## config.mk

```make
export PLATFORM = sky130hd
export DESIGN_NAME = tick_timer
export DESIGN_NICKNAME = d
export VERILOG_FILES = /design/src/rtl/tick_timer.sv
export SDC_FILE = /design/constraint.sdc
export NUM_CORES = 1
export LEC_CHECK = 0
export ABC_CLOCK_PERIOD_IN_PS = 3300
export CAP_MARGIN = 30
export CORE_ASPECT_RATIO = 0.75
export CORE_UTILIZATION = 50
export DETAILED_ROUTE_END_ITERATION = 10
export HOLD_SLACK_MARGIN = 0.03
export PLACE_DENSITY = 0.78
export RECOVER_POWER = 100
export SKIP_LAST_GASP = 1
export SYNTH_ARGS = -nofsm -noshare
export SYNTH_HDL_FRONTEND = slang
export SYNTH_SLANG_ARGS = --single-unit
```

## constraint.sdc

```tcl
create_clock -name clk -period 3.3 [get_ports clk]
set_input_delay 0.66 -clock clk [delete_from_list [all_inputs] [get_ports clk]]
set_output_delay 0.66 -clock clk [all_outputs]
set_load 0.1 [all_outputs]
```

## src/rtl/tick_timer.sv

```systemverilog
// rtl/tick_timer.sv - strobe-counting timer with one-shot/periodic events on a valid/ack handshake
module tick_timer #(
  parameter int NTAPS  = 6,
  parameter int SELW   = 3,
  parameter int CWIDTH = 16,
  parameter int OWIDTH = 4
) (
  input  logic              clk,
  input  logic              rst_n,
  input  logic [NTAPS-1:0]  taps,
  input  logic [SELW-1:0]   sel,
  input  logic [CWIDTH-1:0] period,
  input  logic              mode,
  input  logic              start,
  input  logic              stop,
  output logic              evt_valid,
  input  logic              evt_ack,
  output logic              busy,
  output logic [CWIDTH-1:0] count,
  output logic [OWIDTH-1:0] missed
);

  typedef enum logic {IDLE, RUN} state_t;

  localparam logic [CWIDTH-1:0] C_ONE = CWIDTH'(1);
  localparam logic [OWIDTH-1:0] O_ONE = OWIDTH'(1);

  state_t              state, state_n;
  logic [SELW-1:0]     sel_l;
  logic [CWIDTH-1:0]   period_l;
  logic                mode_l;
  logic [2**SELW-1:0]  taps_pad;
  logic                sel_ok, accept, strobe, fire;

  // Selector range is wider than the tap vector; pad so any sel_l indexes safely.
  always_comb begin
    taps_pad = '0;
    taps_pad[NTAPS-1:0] = taps;
  end

  // Priority is stop > start > strobe; a strobe coinciding with stop or start is dropped.
  always_comb begin
    sel_ok  = ({{(32-SELW){1'b0}}, sel} < NTAPS);
    accept  = start && !stop && sel_ok;
    strobe  = (state == RUN) && !stop && !accept && taps_pad[sel_l];
    fire    = strobe && (count == period_l - C_ONE);
    state_n = state;
    if (stop)
      state_n = IDLE;
    else if (accept)
      state_n = RUN;
    else if (fire && !mode_l)
      state_n = IDLE;
  end

  always_ff @(posedge clk or negedge rst_n) begin
    if (!rst_n)
      state <= IDLE;
    else
      state <= state_n;
  end

  assign busy = (state == RUN);

  always_ff @(posedge clk or negedge rst_n) begin
    if (!rst_n) begin
      sel_l     <= '0;
      period_l  <= C_ONE;
      mode_l    <= 1'b0;
      count     <= '0;
      missed    <= '0;
      evt_valid <= 1'b0;
    end else begin
      if (stop) begin
        if (state == RUN)
          count <= '0;
      end else if (accept) begin
        sel_l    <= sel;
        period_l <= (period == '0) ? C_ONE : period;
        mode_l   <= mode;
        count    <= '0;
        missed   <= '0;
      end else if (fire) begin
        count <= '0;
      end else if (strobe) begin
        count <= count + C_ONE;
      end

      // A fire in the ack cycle re-raises the event rather than counting a miss.
      if (fire) begin
        if (evt_valid && !evt_ack && (missed != '1))
          missed <= missed + O_ONE;
        evt_valid <= 1'b1;
      end else if (evt_valid && evt_ack) begin
        evt_valid <= 1'b0;
      end
    end
  end

endmodule

```

==> results.sh, run 1 <==
export IMPL_grt_overflow=0
export IMPL_crit_end="count[15]"
export IMPL_violations="design-rule violations, max-capacitance violations, max-slew violations"
export IMPL_critPathRequiredTime_ns=3.45
export IMPL_first_pass_iters=7
export IMPL_synth_cells=303
export IMPL_wl_per_cell_um=15.1
export IMPL_grt_use_total_pct=25.6
export IMPL_hp_class="primary input to async pin"
export IMPL_cts_buffers=5
export IMPL_ff2ff_path_depth=10
export IMPL_syn_avg_cell_area_sq_um=8.50
export IMPL_rsz0062_at_grt="no"
export IMPL_cts_buffer_depth=2
export IMPL_dp_worst_setup_slack_ns=0.359
export IMPL_clock_latency_ns=0.30
export IMPL_routed_wl_um=6390
export IMPL_async_flop_share_pct=100
export IMPL_ys_ff_latch=42
export IMPL_ys_top_cells_by_area="dfrtp_1 (40%), nand2_1 (10%), xor2_1 (4.4%), nand3_1 (4.1%), xnor2_1 (2.7%)"
export IMPL_p_total_w=0.00131
export IMPL_final_hold_viol_count=0
export IMPL_max_freq_mhz=326
export IMPL_root_buffer="clkbuf_8"
export IMPL_cts_tree="yes"
export IMPL_nNetsFinal=395
export IMPL_reg2reg_from="period_l[1]"
export IMPL_total_leakage_power_nw=1.38
export IMPL_ir_drop_mv=0.264
export IMPL_die_area_sq_um=5450
export IMPL_syn_to_final_growth_pct=22.7
export IMPL_route_antenna_remaining_nets=0
export IMPL_rrSetupSlack_ns=0.24
export IMPL_yosysTopAreaCell="dfrtp_1"
export IMPL_cts_hold_buf=0
export IMPL_min_period_ns=3.06
export IMPL_grt_max_degree=43
export IMPL_io_buffers=52
export IMPL_worst_pin_slew_ns=2.14
export IMPL_dr_first_iter_drc_count=245
export IMPL_synth_flop_cell="dfrtp_1"
export IMPL_synth_nets=337
export IMPL_critPathMaxFanout=7
export IMPL_arrival_ns=3.22
export IMPL_vias=2422
export IMPL_post_cts_setup_buffer_count=0
export IMPL_critPathCaptureType="flop"
export IMPL_via_per_inst=5.74
export IMPL_synth_warnings=0
export IMPL_die_height_um=64.2
export IMPL_skew_ns=0.00846
export IMPL_place_congestion=0.906
export IMPL_io_pins=53
export IMPL_synth_edff_count=0
export IMPL_finalWorstSetupSlack_ns=0.237
export IMPL_ys_seq_area_share_pct=40.8
export IMPL_slew_violations=41
export IMPL_grt_pass1_wl_um=10800
export IMPL_startpoint="period_l[1]"
export IMPL_utilization_pct=64.2
export IMPL_grt_pass1_vias=2267
export IMPL_htreeDepth=2
export IMPL_worst_setup_path_start_kind="flop"
export IMPL_slew_headroom_pct=-42.9
export IMPL_setup_tns_ns=0
export IMPL_maxCapViolCount=1
export IMPL_core_sq_um=4930
export IMPL_r2r_end="count[15]"
export IMPL_row_count=22
export IMPL_diodes=0
export IMPL_synth_area_sq_um=2580
export IMPL_die_x_um=84.9
export IMPL_antenna_found_initial=0
export IMPL_status="finished with violations"
export IMPL_synth_cell_types=49
export IMPL_p_per_area_nw_per_um2=414
export IMPL_start_util_pct=52.3
export IMPL_crit_type="flop to flop"
export IMPL_post_route_drc_count=3
export IMPL_path_clk_slew_ns=0.09
export IMPL_post_dp_hpwl_um=4770
export IMPL_cts_resized_gates=0
export IMPL_clock_sinks=42
export IMPL_yosysTopAreaCellShare_pct=39.8
export IMPL_setup_viol_count_final=0
export IMPL_finalCritPeriodShare_pct=92.8
export IMPL_drive_above_1_share_pct=6.35
==> worst min-delay path by stage <==
stage | startpoint | endpoint | slack (ns)
2_1_floorplan | rst_n | busy | 0.36
6_report | rst_n | missed[1] | 0.15
3_3_place_gp | mode_l | mode_l | 0.48
4_1_cts | mode_l | mode_l | 0.49
5_1_grt | rst_n | missed[1] | 0.16
3_5_place_dp | mode_l | mode_l | 0.47
==> power by group <==
group / internal (W) / switching (W) / total, W
registers: 0.000556 / 0.0000538 / 0.000609
clock network: 0.000223 / 0.000187 / 0.000410
logic: 0.000128 / 0.000162 / 0.000291
total: 0.000907 / 0.000403 / 0.00131
==> synthesized netlist by cell type, types with 2 or more instances <==
cell type / count
nand2_1: 70
dfrtp_1: 41
nand3_1: 21
xor2_1: 13
o21ai_0: 12
clkbuf_1: 11
nor2_1: 11
nor2b_1: 11
inv_1: 9
nor3_1: 8
xnor2_1: 8
a31oi_1: 7
nand4_1: 7
mux2i_1: 6
nor4_1: 6
and3_1: 5
nand2b_1: 5
a21oi_1: 4
a21o_1: 3
ha_1: 3
or4_1: 3
a2111o_1: 2
a2111oi_0: 2
a21boi_0: 2
a32o_1: 2
buf_2: 2
nand4b_1: 2
nor3b_1: 2
o211ai_1: 2
o21ai_1: 2
o22ai_1: 2
o311ai_1: 2
==> sequential cells by signal, indices dropped and copies added (netlist names) <==
register / flops
missed: 4
mode_l: 1
busy: 1
evt_valid: 1
count: 16
sel_l: 3
period_l: 16
==> cells by family after synthesis <==
logic type / synth area share (%)
simple gates: 30.6
compound gates: 13.0
flops: 40.8
buf+inv: 3.30
xor+xnor: 7.14
mux: 3.64
fa+ha+maj: 1.46
==> routing by layer <==
layer / part of all wire [%] / global-route usage [%]
met1: 51 / 37.7
met2: 43 / 38.3
met3: 4.5 / 4.52
met4: 1.0 / 8.05
met5: 0 / 0
==> placed cells by master (no fill, tap or decap), types with 3 or more instances in the layout <==
master           synthesis  layout
a21o_1                   3       3
a21oi_1                  4       4
a31oi_1                  7       7
and3_1                   5       5
buf_4                    0       8
clkbuf_1                11      27
clkbuf_8                 0       5
clkdlybuf4s50_1          0      28
dfrtp_1                 41      41
ha_1                     3       3
inv_1                    9       9
mux2i_1                  6       6
nand2_1                 70      70
nand2b_1                 5       5
nand3_1                 21      21
nand4_1                  7       7
nor2_1                  11      11
nor2b_1                 11      11
nor3_1                   8       8
nor4_1                   6       6
o21ai_0                 12      14
or4_1                    3       3
xnor2_1                  8       8
xor2_1                  13      13
==> stage by stage <==
step	cell area (sq um)	hold slack [ns]	std cells
2_1_floorplan	2580	0.364	303
3_3_place_gp	3150	0.478	413
3_5_place_dp	3150	0.472	413
4_1_cts	3260	0.492	421
5_1_grt	3160	0.159	422
6_report	3160	0.149	422
==> cell type report <==
cell class | instances | area, sq um
timing repair buffer | 64 | 452
inverter | 9 | 33.8
multi-input combinational | 239 | 1440
fill | 448 | 1770
clock buffer | 5 | 68.8
tap | 60 | 75.1
sequential | 42 | 1050
clock inverter | 3 | 40.0
==> worst max-delay path: stages (launching register included) <==
cell and delay [ns]:
dfrtp_1 0.41, inv_1 0.08, ha_1 0.21, nor3b_1 0.53, and3_1 0.25, o2111ai_1 0.11, a2111o_1 0.40, a2111o_1 0.41
clkbuf_1 0.14, nand2_1 0.19, o311ai_0 0.17
No activity file was read; power rests on OpenSTA's default activity.
==> run 2, diff against run 1 <==
Settings changed: SETUP_SLACK_MARGIN from default to 0.3.
==> run 2 against run 1 <==
The flow finishes with violations (max-capacitance violations, max-slew violations). First-iteration DRC count up 1.6%. Worst hold slack lost 0.029 ns. Via count is 1.6% higher. Combinational power is essentially flat. Die area unchanged. Clock-buffer cell count up 2. Clock power decreased by 15%. Critical path type unchanged. Largest power group unchanged. Highest routed layer unchanged.
==> results.sh, run 2 (synthesized netlist as in run 1, its figures left out) <==
export IMPL_slew_violations=42
export IMPL_grt_max_degree=43
export IMPL_final_hold_viol_count=0
export IMPL_clock_latency_ns=0.30
export IMPL_ir_drop_mv=0.236
export IMPL_drive_above_1_share_pct=7.76
export IMPL_crit_top_cell="a2111o_1"
export IMPL_grt_use_total_pct=25.1
export IMPL_cts_hold_buf=0
export IMPL_htreeDepth=2
export IMPL_row_count=22
export IMPL_critPathMaxFanout=19
export IMPL_nNetsFinal=394
export IMPL_syn_to_final_growth_pct=23.5
export IMPL_rsz0062_at_grt="no"
export IMPL_hp_class="primary input to async pin"
export IMPL_cp_slowest_cell="or4_1"
export IMPL_p_switching_w=0.000402
export IMPL_io_pins=53
export IMPL_via_per_inst=5.85
export IMPL_path_cells="or4_1 > o22ai_1 > or3b_1 > a2111o_1 > a2111o_1 > buf_6 > a31oi_1 > mux2i_1"
export IMPL_utilization_pct=64.6
export IMPL_fin_cells=421
export IMPL_switching_share_pct=32.0
export IMPL_skew_ns=0.00620
export IMPL_die_area_sq_um=5450
export IMPL_start_util_pct=52.3
export IMPL_first_pass_iters=6
export IMPL_dr_first_iter_drc_count=249
export IMPL_holdWs_ns=0.120
export IMPL_io_buffers=52
export IMPL_clock_sinks=42
export IMPL_setup_viol_count_final=0
export IMPL_max_freq_mhz=334
export IMPL_maxCapViolCount=1
export IMPL_seq_power_share_pct=49.3
export IMPL_grt_pass1_wl_um=10700
export IMPL_wl_per_cell_um=15.4
export IMPL_core_sq_um=4930
export IMPL_p_clk_share_pct=27.7
export IMPL_slew_headroom_pct=-47.0
export IMPL_critPathRequiredTime_ns=3.48
export IMPL_status="finished with violations"
export IMPL_post_route_drc_count=0
export IMPL_cts_tree="yes"
export IMPL_die_height_um=64.2
export IMPL_combinationalPowerShare_pct=23.0
export IMPL_critPathCaptureType="flop"
export IMPL_max_stage_delay_ns=0.66
export IMPL_grt_pass1_vias=2253
export IMPL_violations="max-capacitance violations, max-slew violations"
export IMPL_arrival_ns=3.18
export IMPL_cts_buffer_depth=2
export IMPL_p_per_area_nw_per_um2=395
export IMPL_final_area_sq_um=3180
export IMPL_path_clk_slew_ns=0.08
export IMPL_p_int_w=0.000855
export IMPL_cts_buffers=5
export IMPL_setup_tns_ns=0
export IMPL_crit_type="flop to flop"
export IMPL_antenna_found_initial=0
export IMPL_place_congestion=0.833
export IMPL_placed_cells=410
export IMPL_ff2ff_path_depth=8
export IMPL_finalCritPeriodShare_pct=90.7
export IMPL_vias=2461
export IMPL_root_buffer="clkbuf_8"
export IMPL_fill_cells=448
export IMPL_final_cell_mix="nand2_1 (70), dfrtp_1 (39), clkdlybuf4s50_1 (28)"
export IMPL_worst_pin_slew_ns=2.21
export IMPL_die_x_um=84.9
export IMPL_total_leakage_power_nw=1.37
export IMPL_routed_wl_um=6500
export IMPL_min_period_ns=2.99
export IMPL_route_antenna_remaining_nets=0
export IMPL_layout_commonest_cell="nand2_1"
export IMPL_reg_largest_list="count (16), period_l (16), missed (4)"
export IMPL_grt_overflow=0
export IMPL_worst_setup_path_start_kind="flop"
export IMPL_place_area_sq_um=3130
export IMPL_post_dp_hpwl_um=4680
export IMPL_diodes=0
run 2: worst paths after layout:
| path | start | end | slack (ns) |
|---|---|---|---|
| hold reg to reg | period_l[15] | period_l[15] | 0.52 |
| setup reg to reg | period_l[2] | count[10] | 0.31 |
| hold / removal | rst_n | missed[0] | 0.12 |
| min in group clk | period_l[15] | period_l[15] | 0.52 |
| setup / recovery | period_l[2] | count[10] | 0.31 |
| max in group asynchronous | rst_n | count[6] | 0.74 |
run 2: power by group through the flow:
stage	registers, W	logic [W]	clock network, W
floorplan	0.000623	0.000172	0
global placement	0.000624	0.000270	0
detailed placement	0.000626	0.000275	0
CTS	0.000616	0.000277	0.000351
global route	0.000626	0.000321	0.000377
finish	0.000619	0.000289	0.000348
run 2: metal layers:
layer	vias up	routed length, um	global-route usage [%]
li1	1194	-	-
met1	1196	3050	36.4
met2	63	2990	38.8
met3	8	400	4.65
met4	0	60	6.36
met5	-	0	0
run 2: worst max-delay path, delay by kind of cell (launching register included):
family	cells	cell delay [ns]
mux	1	0.09
buf+inv	1	0.18
flops	1	0.44
simple gates	2	1.02
compound gates	4	1.13
run 2: per-stage QoR:
step                      setup WS, ns  total power, W
after floorplan                  0.353        0.000796
after global placement           0.351        0.000894
after detailed placement         0.281        0.000901
after CTS                        0.312         0.00124
after global routing             0.166         0.00132
final                            0.306         0.00126
run 2: area by class of cell:
cell class	instances	area, sq um	share of cell area [%]
Timing Repair Buffer	63	452	14.2
Clock inverter	1	5.00	0.157
Tap cell	60	75.1	2.36
Inverter	9	33.8	1.06
Multi-Input combinational cell	239	1480	46.4
Sequential cell	42	1050	33.1
Clock buffer	7	86.3	2.71
run 2: timing repair:
item | in CTS | in global routing
setup buffers | 0 | 2
hold endpoints to repair | 0 | 0
gates resized for setup | 2 | 6
pin swaps | 0 | 3
setup endpoints to repair | 7 | 19
==> variant 1 (flow settings as in run 1) <==
Set the parameter `SELW` to 4 (it was 3).
--- a/src/rtl/tick_timer.sv
+++ b/src/rtl/tick_timer.sv
@@ -1,7 +1,7 @@
 // rtl/tick_timer.sv - strobe-counting timer with one-shot/periodic events on a valid/ack handshake
 module tick_timer #(
   parameter int NTAPS  = 6,
-  parameter int SELW   = 3,
+  parameter int SELW   = 4,
   parameter int CWIDTH = 16,
   parameter int OWIDTH = 4
 ) (
Ports: changed (resized sel); port bits go from 53 to 54. The function was not compared with the original's and may differ.
==> variant 1 against run 1 <==
  * The flow finishes with violations (max-capacitance violations, max-slew violations)
  * Count of clock-buffer cells in the layout rose by 2
  * Via count rose by 1.8%
  * First-iteration DRC count decreased by 27%
  * Synthesized cell count fell by 4.0%
  * Setup slack worse by 0.045 ns
  * Routed wire length grew 7.0%
  * Critical endpoint is now count[13]
  * Sequential cell count increased by 1
  * Area after synthesis increased by 5.6%
  * Core utilization up 0.78 points
  * Final area up 4.0%
  * Combinational power is 14% higher
  * Power is 1.5% higher
  * Cell count decreased by 0.24%
==> variant 1: results (changes against run 1) <==
| Metric | Value |
|---|---|
| Syn nets | 326 (-3.3%) |
| Drt initial violations | 180 (-27%) |
| Leakage power | 0.00126 µW (-8.5%) |
| Crit path largest cell delay | 0.64 ns (+0.11 ns) |
| Drt total wl | 6.84 mm (+7.0%) |
| Final nets | 383 (-3.0%) |
| Initial DRT Pass Iterations | 5 (-2) |
| Failing checks | max-capacitance violations, max-slew violations |
| First-pass GRT wire length | 11.5 mm (+7.2%) |
| Vias in the first global route | 2342 (+3.3%) |
| Largest regs | count x16, period_l x16 |
| Register area share after synthesis | 39.6% (-1.2 points) |
| GPL Wtd Cong | 0.930 (+2.7%) |
| Arr. time, crit path | 3.27 ns (+0.05 ns) |
| Max cap viols | 1 (unchanged) |
| Post-DP HPWL | 5.10 mm (+6.9%) |
| Post-place setup slack | 0.273 ns (-0.0861 ns) |
| Via Count | 2465 (+1.8%) |
| GR Util All Layers | 26.4% (+0.80 points) |
| Status | finished with violations |
| Cell variety after synth | 57 (+16%) |
| Filler cells | 469 (+4.7%) |
| Fraction of layout instances using a drive strength above 1 | 11.5% (+5.1 points) |
| Synth area leaders | dfrtp_1 39%, mux2_2 6.2%, nand2_1 4.8% |
| Fin. max-slew vios | 43 (+4.9%) |
variant 1: cell count changes in the layout (fill, tap and decap cells not counted), moves of 3 or more:
| cell | change |
|---|---|
| nand2_1 | -35 |
| mux2_2 | +14 |
| nor2b_1 | -10 |
| nand3_1 | -5 |
| nand3b_1 | +4 |
| nor4_1 | +4 |
| or2_2 | +4 |
| a21o_1 | -3 |
| buf_4 | -3 |
| nand4_1 | +3 |
| nor3_1 | -3 |
variant 1: power by group:
group / internal, µW / switching [µW] / leakage [µW] / total (µW)
sequential: 582 / 74.0 / 0.000559 / 656
combinational: 159 / 172 / 0.000652 / 331
clock: 169 / 174 / 0.0000482 / 343
total: 910 / 420 / 0.00126 / 1330
variant 1: layer usage:
metal | GRT usage, % | vias to the layer above | routed length (µm)
met5 | 0 | - | 0
met1 | 38.7 | 1167 | 3440
li1 | - | 1197 | -
met3 | 5.99 | 12 | 461
met4 | 8.40 | 0 | 96
met2 | 38.6 | 89 | 2840
variant 1: kinds of logic after synthesis:
family	after synthesis	synth area share, %
compound gates	56	14.8
mux	22	8.79
buf+inv	22	3.63
xor+xnor	22	7.08
flops	43	39.6
simple gates	123	24.7
fa+ha+maj	3	1.38
variant 1: through the flow:
stage	total power [µW]	util [%]	instances	instance area [µm²]	hold slack, ns
2_1_floorplan	867	-	291	2720	0.364
3_3_place_gp	978	64.7	412	3280	0.466
3_5_place_dp	989	64.7	412	3280	0.466
5_1_grt	1400	64.9	421	3290	0.128
6_report	1330	64.9	421	3290	0.128
4_1_cts	1330	66.6	420	3370	0.484
variant 1: final cells by class:
cell class	instances	share of cell area [%]
multi-input combinational	226	47.2
sequential	43	32.8
timing repair buffer	62	13.4
tap	72	2.74
clock buffer	7	2.62
inverter	10	1.14
clock inverter	1	0.152
variant 1: final timing paths:
kind                          endpoint  cells after the start  slack [ns]
max                          count[13]                      8        0.19
min                        period_l[2]                      1        0.13
max reg2reg                  count[13]                      8        0.19
min reg2reg                     mode_l                      2        0.49
max in group asynchronous     count[2]                      2        0.86
min in group clk                mode_l                      2        0.49
variant 1: critical path: cells and delay by family, from the launching register on:
family	cells	cell delay, ns
flops	1	0.43
buf+inv	1	0.24
simple gates	5	1.84
compound gates	2	0.46
==> variant 2 (settings of run 1) <==
Without the edit above. Reset style: synchronous (`rst_n`), changed in 2 clocked blocks.
--- a/src/rtl/tick_timer.sv
+++ b/src/rtl/tick_timer.sv
@@ -53,7 +53,7 @@
       state_n = IDLE;
   end
 
-  always_ff @(posedge clk or negedge rst_n) begin
+  always_ff @(posedge clk) begin
     if (!rst_n)
       state <= IDLE;
     else
@@ -62,7 +62,7 @@
 
   assign busy = (state == RUN);
 
-  always_ff @(posedge clk or negedge rst_n) begin
+  always_ff @(posedge clk) begin
     if (!rst_n) begin
       sel_l     <= '0;
       period_l  <= C_ONE;
Check against the original RTL: differs if rst_n is asserted again (counterexample within 4 cycles, from zero or initial values and one cycle with rst_n low); with rst_n held inactive, the same outputs for 10 cycles.
==> variant 2 against run 1 <==
  * Final area increased by 0.99%
  * Largest cell class unchanged
  * Critical endpoint is now count[2]
  * Largest power group unchanged
  * Routed wire length rose by 3.9%
  * Count of clock-buffer cells in the layout increased by 2
  * Setup slack got worse by 0.13 ns
  * Die area up 1.0%
  * Via count is 5.0% higher
  * Sequential cell count stayed put
  * Sequential share of layout area shrank 6.9 points
  * Power is 21% lower
  * Area after synthesis grew 1.1%
  * First-iteration DRC count fell by 27%
==> variant 2: results (changes against run 1) <==
| Metric | Value |
|---|---|
| Largest fanout on the critical path | 14 (+7) |
| Syn nets | 359 (+6.5%) |
| Fraction of layout instances using a drive strength above 1 | 8.73% (+2.4 points) |
| Cell variety after synth | 57 (+16%) |
| Internal | 756 µW (-17%) |
| Post-DP HPWL | 4.94 mm (+3.5%) |
| Total Power | 1030 µW (-21%) |
| Initial DRT Pass Iterations | 4 (-3) |
| Register area share after synthesis | 32.3% (-8.6 points) |
| Antenna diodes | 0 (unchanged) |
| Synth area leaders | dfxtp_1 32%, nand2_1 9.2%, a21boi_0 6.3% |
| Leakage power | 0.00115 µW (-16%) |
| Vias in the first global route | 2253 (-0.62%) |
| First-pass GRT wire length | 10.9 mm (+1.6%) |
| Combinational gate power | 185 µW (-36%) |
| Hold WS | 0.470 ns (+0.321 ns) |
| Reg2reg setup slack | 0.11 ns (-0.13 ns) |
| Synth Area in Compound Gates | 21.6% (+8.6 points) |
| Async S/R FF share, synth | 0% (-100 points) |
| Largest net degree at the start of global routing | 27 (-37%) |
| HP Class | reg2reg |
| Least-Margin Pin Slew | 1.18 ns (-0.964 ns) |
| Final nets | 412 (+4.3%) |
| Status | finished clean |
| Synth cell count leaders | 64 x nand2_1, 42 x dfxtp_1, 22 x a21boi_0 |
| Worst Skew | 0.00734 ns (-0.00112 ns) |
| Max VDD drop | 0.000150 V (-43%) |
| Clk network pwr share | 30.5% (-0.8 points) |
| Drt initial violations | 178 (-27%) |
| GR Util All Layers | 25.0% (-0.59 points) |
| Drt total wl | 6.63 mm (+3.9%) |
| Detailed-route vias per instance | 5.81 (+1.2%) |
| GPL Wtd Cong | 0.919 (+1.5%) |
| Adder-cell share of the synthesized area | 1.44% (-0.015 points) |
| Setup bufs post-CTS | 0 (unchanged) |
-- variant 2: cell count changes after synthesis, moves of 7 or more --
cell / delta
dfxtp_1: +42
dfrtp_1: -41
a21boi_0: +20
a21oi_1: +8
nor2b_1: -8
o21ai_0: -7
-- variant 2: stage by stage --
stage | setup TNS [ns] | utilization [%] | cells | setup slack [ns] | instance area, µm²
6_report | 0 | 64.4 | 438 | 0.108 | 3190
5_1_grt | -0.152 | 64.4 | 438 | -0.0476 | 3190
4_1_cts | 0 | 64.9 | 436 | 0.0795 | 3220
3_5_place_dp | 0 | 63.4 | 429 | 0.0905 | 3140
3_3_place_gp | 0 | 63.4 | 429 | 0.148 | 3140
2_1_floorplan | 0 | - | 325 | 0.182 | 2600
-- variant 2: worst max-delay path, cell delays in order, from the launching register on --
cell and delay (ns):
dfxtp_1 0.36, inv_1 0.07, ha_1 0.16, or3b_1 0.37, or4_1 0.54, a2111oi_4 0.39
nand4_1 0.18, a2111oi_4 0.29, buf_4 0.20, a21oi_4 0.10, buf_4 0.20, a21oi_1 0.14
mux2i_1 0.08
-- variant 2: worst paths after layout --
kind | end | cells past startpoint | start
max | count[2] | 12 | period_l[1]
min | mode_l | 2 | mode_l
max reg2reg | count[2] | 12 | period_l[1]
min reg2reg | mode_l | 2 | mode_l
-- variant 2: area by class of cell --
class,count,area (µm²)
clock buffer,7,76.3
timing repair buffer,65,484
fill,453,1760
tap,60,75.1
multi-input combinational,254,1680
sequential,42,841
inverter,10,37.5
-- variant 2: metal layers --
metal	track usage (%)	vias to the layer above	routed length (µm)
li1	-	1266	-
met1	35.5	1198	3310
met2	39.3	71	2910
met3	4.71	8	347
met4	6.25	0	69
met5	0	-	0
